File: src/rtl/display_capture.sv
// Captures the four digits of a multiplexed, active-low 7-segment display.
// Display lines are synchronized, each anode selection must stay stable for
// STABLE_CYCLES before its segments are decoded into a shadow frame. A frame
// is published when all four positions have been seen, or when TIMEOUT_CYCLES
// pass without a publish (unseen positions then read as blank).
module display_capture #(
  parameter int STABLE_CYCLES  = 16,
  parameter int TIMEOUT_CYCLES = 2000000
) (
  input  logic       clk,
  input  logic       rst,
  input  logic       a,
  input  logic       b,
  input  logic       c,
  input  logic       d,
  input  logic       e,
  input  logic       f,
  input  logic       g,
  input  logic       dp,
  input  logic       an_0,
  input  logic       an_1,
  input  logic       an_2,
  input  logic       an_3,
  output logic [3:0] digit_3,
  output logic [3:0] digit_2,
  output logic [3:0] digit_1,
  output logic [3:0] digit_0,
  output logic [3:0] blank,
  output logic [3:0] dp_on,
  output logic [3:0] code_err,
  output logic       frame_strobe,
  output logic       frame_valid
);

  localparam int SCW = $clog2(STABLE_CYCLES);
  localparam int TCW = $clog2(TIMEOUT_CYCLES);
  localparam logic [SCW-1:0] STABLE_LAST  = SCW'(STABLE_CYCLES - 1);
  localparam logic [TCW-1:0] TIMEOUT_LAST = TCW'(TIMEOUT_CYCLES - 1);

  typedef enum logic [1:0] {
    ST_WAIT,
    ST_SETTLE,
    ST_HELD
  } state_t;

  // W layout: {an_3..an_0, dp, g, f, e, d, c, b, a}
  logic [11:0]    raw;
  logic [11:0]    sync_1;
  logic [11:0]    w;
  logic [11:0]    w_prev;
  logic           same;
  logic           sel_valid;
  logic [1:0]     sel_idx;
  logic [SCW-1:0] stab_cnt;
  logic [SCW-1:0] cnt_now;
  state_t         state;
  state_t         state_next;
  logic           accept;
  logic [6:0]     lit;
  logic [3:0]     dec_digit;
  logic           dec_blank;
  logic           dec_err;
  logic [3:0]     sh_digit [4];
  logic [3:0]     sh_blank;
  logic [3:0]     sh_dp;
  logic [3:0]     sh_err;
  logic [3:0]     seen;
  logic [TCW-1:0] to_cnt;
  logic           publish;
  logic [3:0]     out_digit [4];

  assign raw  = {an_3, an_2, an_1, an_0, dp, g, f, e, d, c, b, a};
  assign same = (w == w_prev);

  // Two-flop synchronizer plus one cycle of history for change detection.
  always_ff @(posedge clk) begin
    // NOTE: non-blocking assignments let every flop sample the old value of
    // its source, so the chain shifts by exactly one stage per clock.
    if (rst) begin
      sync_1 <= '1;
      w      <= '1;
      w_prev <= '1;
    end else begin
      sync_1 <= raw;
      w      <= sync_1;
      w_prev <= w;
    end
  end

  // Exactly one anode low selects a position; anything else is no selection.
  always_comb begin
    // NOTE: defaults first so every path assigns every output and no latch
    // is inferred for the unlisted anode combinations.
    sel_valid = 1'b0;
    sel_idx   = 2'd0;
    case (w[11:8])
      4'b1110: begin sel_valid = 1'b1; sel_idx = 2'd0; end
      4'b1101: begin sel_valid = 1'b1; sel_idx = 2'd1; end
      4'b1011: begin sel_valid = 1'b1; sel_idx = 2'd2; end
      4'b0111: begin sel_valid = 1'b1; sel_idx = 2'd3; end
      default: ;
    endcase
  end

  // Run length of the current W minus one, saturating at the accept point.
  always_comb begin
    cnt_now = '0;
    if (same) begin
      cnt_now = (stab_cnt == STABLE_LAST) ? stab_cnt : stab_cnt + SCW'(1);
    end
  end

  // Stability counter and FSM state register.
  always_ff @(posedge clk) begin
    if (rst) begin
      stab_cnt <= '0;
      state    <= ST_WAIT;
    end else begin
      stab_cnt <= cnt_now;
      state    <= state_next;
    end
  end

  // Next-state logic; accept fires only on the SETTLE->HELD transition.
  always_comb begin
    state_next = state;
    accept     = 1'b0;
    if (!sel_valid) begin
      state_next = ST_WAIT;
    end else if (!same) begin
      state_next = ST_SETTLE;
    end else begin
      case (state)
        ST_SETTLE: begin
          if (cnt_now == STABLE_LAST) begin
            state_next = ST_HELD;
            accept     = 1'b1;
          end
        end
        ST_HELD: state_next = ST_HELD;
        default: state_next = ST_SETTLE;
      endcase
    end
  end

  // Segment decode of the lit pattern (bit 0 = a ... bit 6 = g).
  always_comb begin
    lit       = ~w[6:0];
    dec_digit = 4'd0;
    dec_blank = 1'b0;
    dec_err   = 1'b0;
    case (lit)
      7'h3F: dec_digit = 4'd0;
      7'h06: dec_digit = 4'd1;
      7'h5B: dec_digit = 4'd2;
      7'h4F: dec_digit = 4'd3;
      7'h66: dec_digit = 4'd4;
      7'h6D: dec_digit = 4'd5;
      7'h7D: dec_digit = 4'd6;
      7'h07: dec_digit = 4'd7;
      7'h7F: dec_digit = 4'd8;
      7'h6F: dec_digit = 4'd9;
      7'h00: dec_blank = 1'b1;
      default: dec_err = 1'b1;
    endcase
  end

  // Shadow frame slots written on accept.
  always_ff @(posedge clk) begin
    // NOTE: the shadow slots are not reset; a slot is only ever read when its
    // seen bit is set, and seen is cleared by reset.
    if (accept) begin
      sh_digit[sel_idx] <= dec_digit;
      sh_blank[sel_idx] <= dec_blank;
      sh_dp[sel_idx]    <= ~w[7];
      sh_err[sel_idx]   <= dec_err;
    end
  end

  // A full mask and a timeout in the same cycle collapse into one publish;
  // the seen mask decides which slots come from the shadow either way.
  assign publish = (seen == 4'hF) || (to_cnt == TIMEOUT_LAST);

  // Seen mask and timeout counter; an accept during publish starts the next frame.
  always_ff @(posedge clk) begin
    if (rst) begin
      seen   <= '0;
      to_cnt <= '0;
    end else begin
      seen   <= (publish ? 4'h0 : seen) | (accept ? (4'b0001 << sel_idx) : 4'h0);
      to_cnt <= publish ? '0 : to_cnt + TCW'(1);
    end
  end

  // Published output registers, held between publishes.
  always_ff @(posedge clk) begin
    if (rst) begin
      for (int i = 0; i < 4; i++) out_digit[i] <= '0;
      blank        <= 4'hF;
      dp_on        <= '0;
      code_err     <= '0;
      frame_strobe <= 1'b0;
      frame_valid  <= 1'b0;
    end else begin
      frame_strobe <= publish;
      if (publish) begin
        for (int i = 0; i < 4; i++) out_digit[i] <= seen[i] ? sh_digit[i] : 4'd0;
        blank       <= sh_blank | ~seen;
        dp_on       <= sh_dp & seen;
        code_err    <= sh_err & seen;
        frame_valid <= |seen;
      end
    end
  end

  assign digit_0 = out_digit[0];
  assign digit_1 = out_digit[1];
  assign digit_2 = out_digit[2];
  assign digit_3 = out_digit[3];

endmodule

File: config.mk
export PLATFORM = sky130hd
export DESIGN_NAME = display_capture
export DESIGN_NICKNAME = d
export VERILOG_FILES = /design/src/rtl/display_capture.sv
export SDC_FILE = /design/constraint.sdc
export NUM_CORES = 1
export LEC_CHECK = 0
export CAP_MARGIN = 20
export CELL_PAD_IN_SITES_DETAIL_PLACEMENT = 1
export CELL_PAD_IN_SITES_GLOBAL_PLACEMENT = 1
export CORE_ASPECT_RATIO = 2
export CORE_MARGIN = 2
export CORE_UTILIZATION = 40
export CTS_CLUSTER_DIAMETER = 60
export DETAILED_ROUTE_END_ITERATION = 8
export PLACE_DENSITY_LB_ADDON = 0.25
export SLEW_MARGIN = 15
export SYNTH_ARGS = -nofsm -noshare
export SYNTH_HDL_FRONTEND = slang
export SYNTH_SLANG_ARGS = --single-unit
File: constraint.sdc
create_clock -name clk -period 2.9 [get_ports clk]
set_clock_uncertainty 0.15 [all_clocks]
set_input_delay 0.435 -clock clk [delete_from_list [all_inputs] [get_ports clk]]
set_output_delay 0.435 -clock clk [all_outputs]
set_load 0.03 [all_outputs]
## After elaboration in Yosys (flattened, before gate mapping)

Memory sizes are Yosys's and may differ from the RTL's.
Index checks and enable logic that the tools add are counted.

- Add/sub/neg operators: 2
- $mul: 0
- Divide/modulo/power cells: 0
- $lt $le $gt $ge: 2
- Equal/unequal tests: 23
- Shift-type cells: 1
- Muxes and demuxes: 36
- Bitwise gates (word level): 13
- Reduce and logical (&&, ||, !) cells: 9

Operators by type and width:

| operator | count |
|---|---|
| $eq A7 B7 Y1 const B | 7 |
| $mux W4 | 12 |
| $pmux W4 S9 | 1 |
| $eq A4 B4 Y1 const B | 6 |
| $add A21 B1 Y21 const B | 1 |
| $eq A21 B21 Y1 const B | 1 |
| $mux W1 | 16 |
| $eq A7 B3 Y1 const B | 2 |
| $bwmux W4 | 3 |
| $eq A12 B12 Y1 | 1 |
| $reduce_or A11 Y1 | 1 |
| $and A4 B4 Y4 | 2 |
| $or A4 B4 Y4 | 2 |
| $reduce_or A4 Y1 | 2 |
| $eq A7 B6 Y1 const B | 1 |
| $logic_not A7 Y1 | 1 |
| $not A7 Y7 | 1 |
| $pmux W2 S3 | 1 |
| $add A4 B1 Y4 const B | 1 |
| $eq A4 B3 Y1 const B | 1 |
| $not A4 Y4 | 1 |
| $or A1 B1 Y1 | 4 |
| $pmux W2 S2 | 1 |
| $reduce_or A2 Y1 | 2 |
| 13 further kinds | 15 |

- Register bits: 93
- Bits in latches: 0
- RAM bits: 32
- ROM bits: 0
- Input bits: 14
- Output and inout port bits: 30
- Logic and storage cells: 104
- Memories kept: 2

Memory list:

| memory | words | bits a word | read ports | clocked after Yosys merged registers in | write ports | line | RTL |
|---|---|---|---|---|---|---|---|
| out_digit | 4 | 4 | 4 | 0 | 4 | 70 | `logic [3:0] out_digit [4];` |
| sh_digit | 4 | 4 | 4 | 0 | 1 | 63 | `logic [3:0] sh_digit [4];` |

## Longest topological paths before layout

- Depth after elaboration: 10
- Mapped depth: 9
- Gate-level depth less buffers: 7

## Worst setup path before layout

Ideal clock, no wire load.

- Path type: reg-to-reg
- From: reg w[2]
- To: reg sh_blank[0], enable pin
- Library setup time: 0.360 ns
- Arrival time: 1.832 ns
- Data required time: 2.390 ns
- Slack: 0.558 ns
- Cell stages (with the launch flop): 7
- Buffers on the path: 1
- Period minus slack after synthesis: 2.342 ns
- Cell sequence: dfxtp_1 > clkbuf_1 > xnor2_1 > nand4_1 > nor3_1 > nand4_1 > nor2_1

- Word-level cells in the longest chain between the ends: 7

Ends and longest elaborated chain:

| item | line | RTL |
|---|---|---|
| from (decl) | 49 | `logic [11:0] w;` |
| from (signal assigned) | 85 | `w <= sync_1;` |
| $eq A12 B12 Y1 (*) | 73 | `assign same = (w == w_prev);` |
| $mux W4 | 108 | `if (same) begin` |
| $eq A4 B4 Y1 | 135 | `if (cnt_now == STABLE_LAST) begin` |
| $mux W1 | 135 |  |
| $mux W1 | 133 | `case (state)` |
| $mux W1 (*) | 130 | `end else if (!same) begin` |
| $mux W1 (*) | 128 | `if (!sel_valid) begin` |
| to (signal, indexed assignment) | 174 | `sh_blank[sel_idx] <= dec_blank;` |
| to (decl) | 64 | `logic [3:0] sh_blank;` |

Mark *: on every way between the ends. The rest lies on a longest branch, timed or not.
A chain may end at the register's enable or synchronous reset.

## Worst setup path after layout

- From: reg w[5]
- To: mem sh_digit[2][1], enable pin

- Word-level cells in the longest chain between the ends: 9

Ends and longest elaborated chain:

| item | line | RTL |
|---|---|---|
| $eq A12 B12 Y1 (*) | 73 |  |
| $mux W4 | 108 |  |
| $eq A4 B4 Y1 | 135 |  |
| $mux W1 | 135 |  |
| $mux W1 | 133 |  |
| $mux W1 (*) | 130 |  |
| $mux W1 (*) | 128 |  |
| $mux W1 (*) | 172 | `if (accept) begin` |
| $mux W1 (implied by the code) (*) | 173 | `sh_digit[sel_idx] <= dec_digit;` |
| to (decl) | 63 |  |

Marks and branches as above.

==> flow_summary.ini <==
[global_route]
grt_pass1_wl_mm = 16.6
grt_pass1_vias = 3255
antenna_found_initial = 0
grt_overflow = 0
grt_start_max_net_pins = 45
grt_usage = 0.181

[sta]
worstMarginPinSlew_ns = 0.492
rsz0062_at_grt = false
tns_ns = 0
finalCriticalPeriod_ns = 2.41
hold_viol_final = 0
fin_crit_sh = 0.833
slew_violations = 0
max_freq_mhz = 414
slew_headroom = 0.670
fin_ws_ns = 0.485
setup_viol = 0

[synthesis]
ys_seq_elements = 125
synth.most_common_cell = dfxtp_1
async_flop_share = 0
ys_top_cells_by_count = 81 x dfxtp_1, 44 x edfxtp_1, 42 x nor2_1
synth_area_um2 = 4660
synth_top_area_frac = 0.348
ys_seq_area_frac = 0.632
synth_warnings = 0
synth_cells = 397
synth.net_count = 414
yosysTopAreaCell = dfxtp_1
ys_types = 48
postSynthAreaPerCell_um2 = 11.7
synth_top_flop_cell = dfxtp_1
netlist_top_cells_area = dfxtp_1 35%, edfxtp_1 28%, xnor2_1 5.3%
synth_edf_count = 44

[cts]
cts_hold_buf = 0
clkSinkCount = 125
cts_resized = 0
cts_buffers = 17
h-tree-depth = 4
root_buffer = clkbuf_16
cts_setup_buffers = 0
clockBufferDepth = 2
clock_latency_ns = 0.41
cts_tree = built
clk_pin_slew_worst_paths_ns = 0.05

[cells_and_area]
fin_nets = 467
postLayoutCellArea_um2 = 5850
nFillCells = 1198
diodes = 0
drive_gt1_frac = 0.175
area_growth_pct = 25.5

[floorplanning]
dieWidth_um = 80.3
num_rows = 55
die-area_um2 = 12600
coreArea_um2 = 11400
io_pins = 44
fp.dieH_um = 157
start_util = 0.410

[worst_setup_path]
crit_required_ns = 2.87
path_buf_inv = 2
crit_arrival_ns = 2.38
path_max_fanout = 11
cpPeakStageDelay_ns = 0.56
path_cells = xnor2_1 -> nand4_1 -> nor3_1 -> buf_4 -> nand4_1 -> nor2_1 -> buf_4
critPathTopFamily = simple AND/OR/NAND/NOR gates
worstSetupPathType = reg -> reg
timing.critical_path.from_type = flop
endpoint_kind = flop
worst_path_max_delay_cell = dfxtp_1

[drt]
drc_errors = 0
drt-met1-wl_mm = 3.64
wl_met2_mm = 6.06
vias = 3137
viasPerCell = 5.19
drt-total-wl_mm = 10.3
wl_per_cell_um = 17.0
dr.first_iter.drc_count = 125
ant_nets = 0
dr_wl_met3_um = 290
dr.pass1.iters = 4
highest_layer = met4

[outcome]
outcome = complete, no violations

[placed_design]
hpwl_mm = 7.12
gp_congestion = 0.749
place_area_um2 = 5240
port_buffers = 43
dp_slack_ns = 0.527

[power_and_ir_drop]
ir_worst_vdd_v = 0.000427
p_leak_nw = 2.15
powerDensity_nw_per_um2 = 706

[hold_path]
hold_class = reg -> reg

[run]
drv_cap = 0
## final cells by class
class,count,area [um2],share of cell area
Clock buffer,24,528,0.0903
Clock inverter,8,73.8,0.0126
Inverter,13,48.8,0.00835
Multi-Input combinational cell,239,1550,0.265
Sequential cell,125,2940,0.503
Tap cell,142,178,0.0304
Timing Repair Buffer,54,526,0.0899
## metal layers
layer,up-vias,track usage
met5,-,0
met4,0,0.0993
met3,25,0.0484
met2,62,0.340
met1,1539,0.170
li1,1511,-
## power by group
part           internal, W  switching (W)  total, W  leakage [nW]
Clock              0.00136       0.000745   0.00210         0.297
Sequential         0.00185      0.0000253   0.00187          1.10
Combinational    0.0000741      0.0000799  0.000154         0.748
Total              0.00328       0.000850   0.00413          2.15
## sequential cells by signal (all words and copies together) (netlist names)
signal / count
sh_dp: 4
out_digit: 16
stab_cnt: 4
code_err: 4
dp_on: 4
to_cnt: 21
w_prev: 12
seen: 4
sync_1: 12
sh_err: 4
sh_blank: 4
frame_strobe: 1
state: 2
sh_digit: 16
w: 12
blank: 4
frame_valid: 1
## metrics by stage
step                utilization  std cells  hold slack, ns  power, W
floorplan                     -        397           0.239   0.00200
global placement          0.462        573           0.242   0.00205
detailed placement        0.462        573           0.244   0.00206
CTS                       0.515        605           0.259   0.00416
global route              0.515        605           0.273   0.00426
finish                    0.515        605           0.259   0.00413
## kinds of logic after synthesis
kind of cell | synth area share
mux | 0.00430
buf+inv | 0.0360
fa+ha+maj | 0.00806
flops | 0.632
compound gates | 0.0658
xor+xnor | 0.0620
simple gates | 0.192
## path summary, 6_finish.rpt
path                             start                        to  slack (ns)  cells after the start
hold reg to reg   sync_1[6]$_SDFF_PP1_           w[6]$_SDFF_PP1_        0.26                      1
setup reg to reg       w[5]$_SDFF_PP1_  sh_digit[2][1]$_DFFE_PP_        0.49                      7
hold / removal    sync_1[6]$_SDFF_PP1_           w[6]$_SDFF_PP1_        0.26                      1
setup / recovery       w[5]$_SDFF_PP1_  sh_digit[2][1]$_DFFE_PP_        0.49                      7
## placed cells by master, fill, tap and decap left out, types with 5 or more instances in the layout
master	instances
nor3_1	6
nor2_1	42
and3_1	20
nand2_1	16
clkdlybuf4s50_1	43
nand4b_1	5
clkbuf_16	19
buf_4	10
nand3_1	16
xor2_1	5
nand4_1	10
inv_1	12
dfxtp_1	81
a32o_1	8
xnor2_1	28
edfxtp_1	44
or2_2	34
Note: power is estimated with default switching activity, not from simulation.
==> RTL change: new RTL, same flow settings <==
The 3 states of `state_t` get a one-hot encoding in 3 bits.
--- a/src/rtl/display_capture.sv
+++ b/src/rtl/display_capture.sv
@@ -37,10 +37,10 @@
   localparam logic [SCW-1:0] STABLE_LAST  = SCW'(STABLE_CYCLES - 1);
   localparam logic [TCW-1:0] TIMEOUT_LAST = TCW'(TIMEOUT_CYCLES - 1);
 
-  typedef enum logic [1:0] {
-    ST_WAIT,
-    ST_SETTLE,
-    ST_HELD
+  typedef enum logic [2:0] {
+    ST_WAIT   = 3'b001,
+    ST_SETTLE = 3'b010,
+    ST_HELD   = 3'b100
   } state_t;
 
   // W layout: {an_3..an_0, dp, g, f, e, d, c, b, a}
Formal check against the unedited RTL: same outputs for any inputs over 10 cycles, from zero or initial values and one cycle with rst high; not proved beyond that.
==> RTL change against the original RTL <==
- via count increased by 2.8%
- count of clock-buffer cells in the layout decreased by 7
- area after synthesis increased by 3.4%
- setup slack got worse by 0.087 ns
- design area increased by 2.6%
- core utilization decreased by 0.54 points
- routed wire length decreased by 5.2%
- global-route usage decreased by 1.7 points
- die area increased by 3.3%
- total power increased by 0.70%
- sequential cell count increased by 1
- sequential share of layout area decreased by 0.94 points
==> RTL change: results (changes against the original RTL) <==
Yosys
  • Adder-cell area share of the yosys netlist: 0.519% (-0.29 points)
  • Mux cell area share after synthesis: 1.90% (+1.5 points)
  • Post-synth top cells: dfxtp_1 (82), nor2_1 (45), edfxtp_1 (44)
  • Post-synthesis compound-gate area fraction: 5.04% (-1.5 points)
  • Post-Synth XOR/XNOR Area: 6.36% (+0.16 points)
  • Syn_nets: 443 (+7.0%)
  • Synth area leaders: dfxtp_1 (34%), edfxtp_1 (27%), xor2_1 (4.9%), or2_2 (4.7%), nor2_1 (3.5%)
  • Seq/Total Area, Yosys: 61.5% (-1.7 points)
  • Synth warnings: 0 (unchanged)

Detailed routing
  • WL/cell: 15.4 um (-9.6%)
  • Vias post-DR: 3226 (+2.8%)
  • Drt pass-1 iters: 6 (+2)
  • Final wirelength: 9770 um (-5.2%)
  • First DRT Iteration DRCs: 85 (-32%)

Placement
  • GP Congestion: 0.779 (+3.9%)
  • Dpl cells: 602 (+5.1%)
  • DP Wirelength: 7130 um (+0.14%)
  • Pre-CTS WS: 0.439 ns (-0.0883 ns)

Power and ir drop
  • Leakage power: 2.18 nW (+1.8%)
  • Seq pwr: ~1.9 mW
  • Peak VDD IR: 473 uV (+11%)

Global route
  • GR Util All Layers: 16.4% (-1.7 points)
  • Largest net degree at the start of global routing: 42 (-6.7%)
  • First-pass GRT wire length: 15900 um (-4.2%)
  • Vias in the first global route: 3406 (+4.6%)

Clock tree
  • Maximum root-to-sink buffer count: 2 (unchanged)
  • CTS buffer count: 17 (unchanged)

Final layout
  • Fillers: 1243 (+3.8%)
  • Layout Nets: 492 (+5.4%)
  • Share of post-route cells with drive strength above 1: 17.6% (+0.092 points)

Setup path
  • WP data arrival: 2.47 ns (+0.09 ns)

Outcome
  • Status: finished clean
[RTL change: cell count changes after synthesis, moves of 4 or more]
cell      change
a21oi_1       +4
o22a_1        -4
xor2_1       +22
nand4_1       -5
inv_1         -4
xnor2_1      -20
nand2_1       +7
mux2i_1       +6
a32o_1        -8
a21o_1        +6
clkbuf_1      +4
[RTL change: stage by stage]
stage          hold WS (ns)  power [mW]  area (sq um)
2_1_floorplan         0.239        2.01          4820
3_3_place_gp          0.242        2.07          5400
3_5_place_dp          0.245        2.07          5400
4_1_cts               0.259        4.20          6000
5_1_grt               0.269        4.29          6000
6_report              0.257        4.15          6000
[RTL change: layout make-up]
cell class / count / area (sq um) / area share, %
clock buffer: 17 / 425 / 7.09
clock inverter: 15 / 173 / 2.88
inverter: 8 / 30.0 / 0.501
multi-input combinational: 270 / 1710 / 28.5
sequential: 126 / 2960 / 49.4
tap: 145 / 181 / 3.03
timing repair buffer: 53 / 513 / 8.55
[RTL change: kinds of logic after synthesis]
family          Yosys count
simple gates            191
flops                   126
xor+xnor                 35
compound gates           33
buf+inv                  31
mux                       9
fa+ha+maj                 2
[RTL change: final timing paths]
path                   from              to  slack, ns  cells after the start
hold / removal    sync_1[7]            w[7]       0.26                      1
setup / recovery       w[2]  sh_digit[1][3]       0.40                      6
setup reg to reg       w[2]  sh_digit[1][3]       0.40                      6
hold reg to reg   sync_1[7]            w[7]       0.26                      1
[RTL change: critical path: stages (launching register included)]
cell      delay [ns]
dfxtp_1         0.56
xor2_1          0.15
nor4_2          0.44
nand4b_1        0.21
or2_0           0.37
nor2_1          0.15
buf_4           0.17
[RTL change: metal layers]
metal / routed length (um) / global-route usage, %
met5: 0 / 0
met4: 231 / 7.58
met3: 246 / 4.42
met2: 5800 / 31.5
met1: 3490 / 14.9
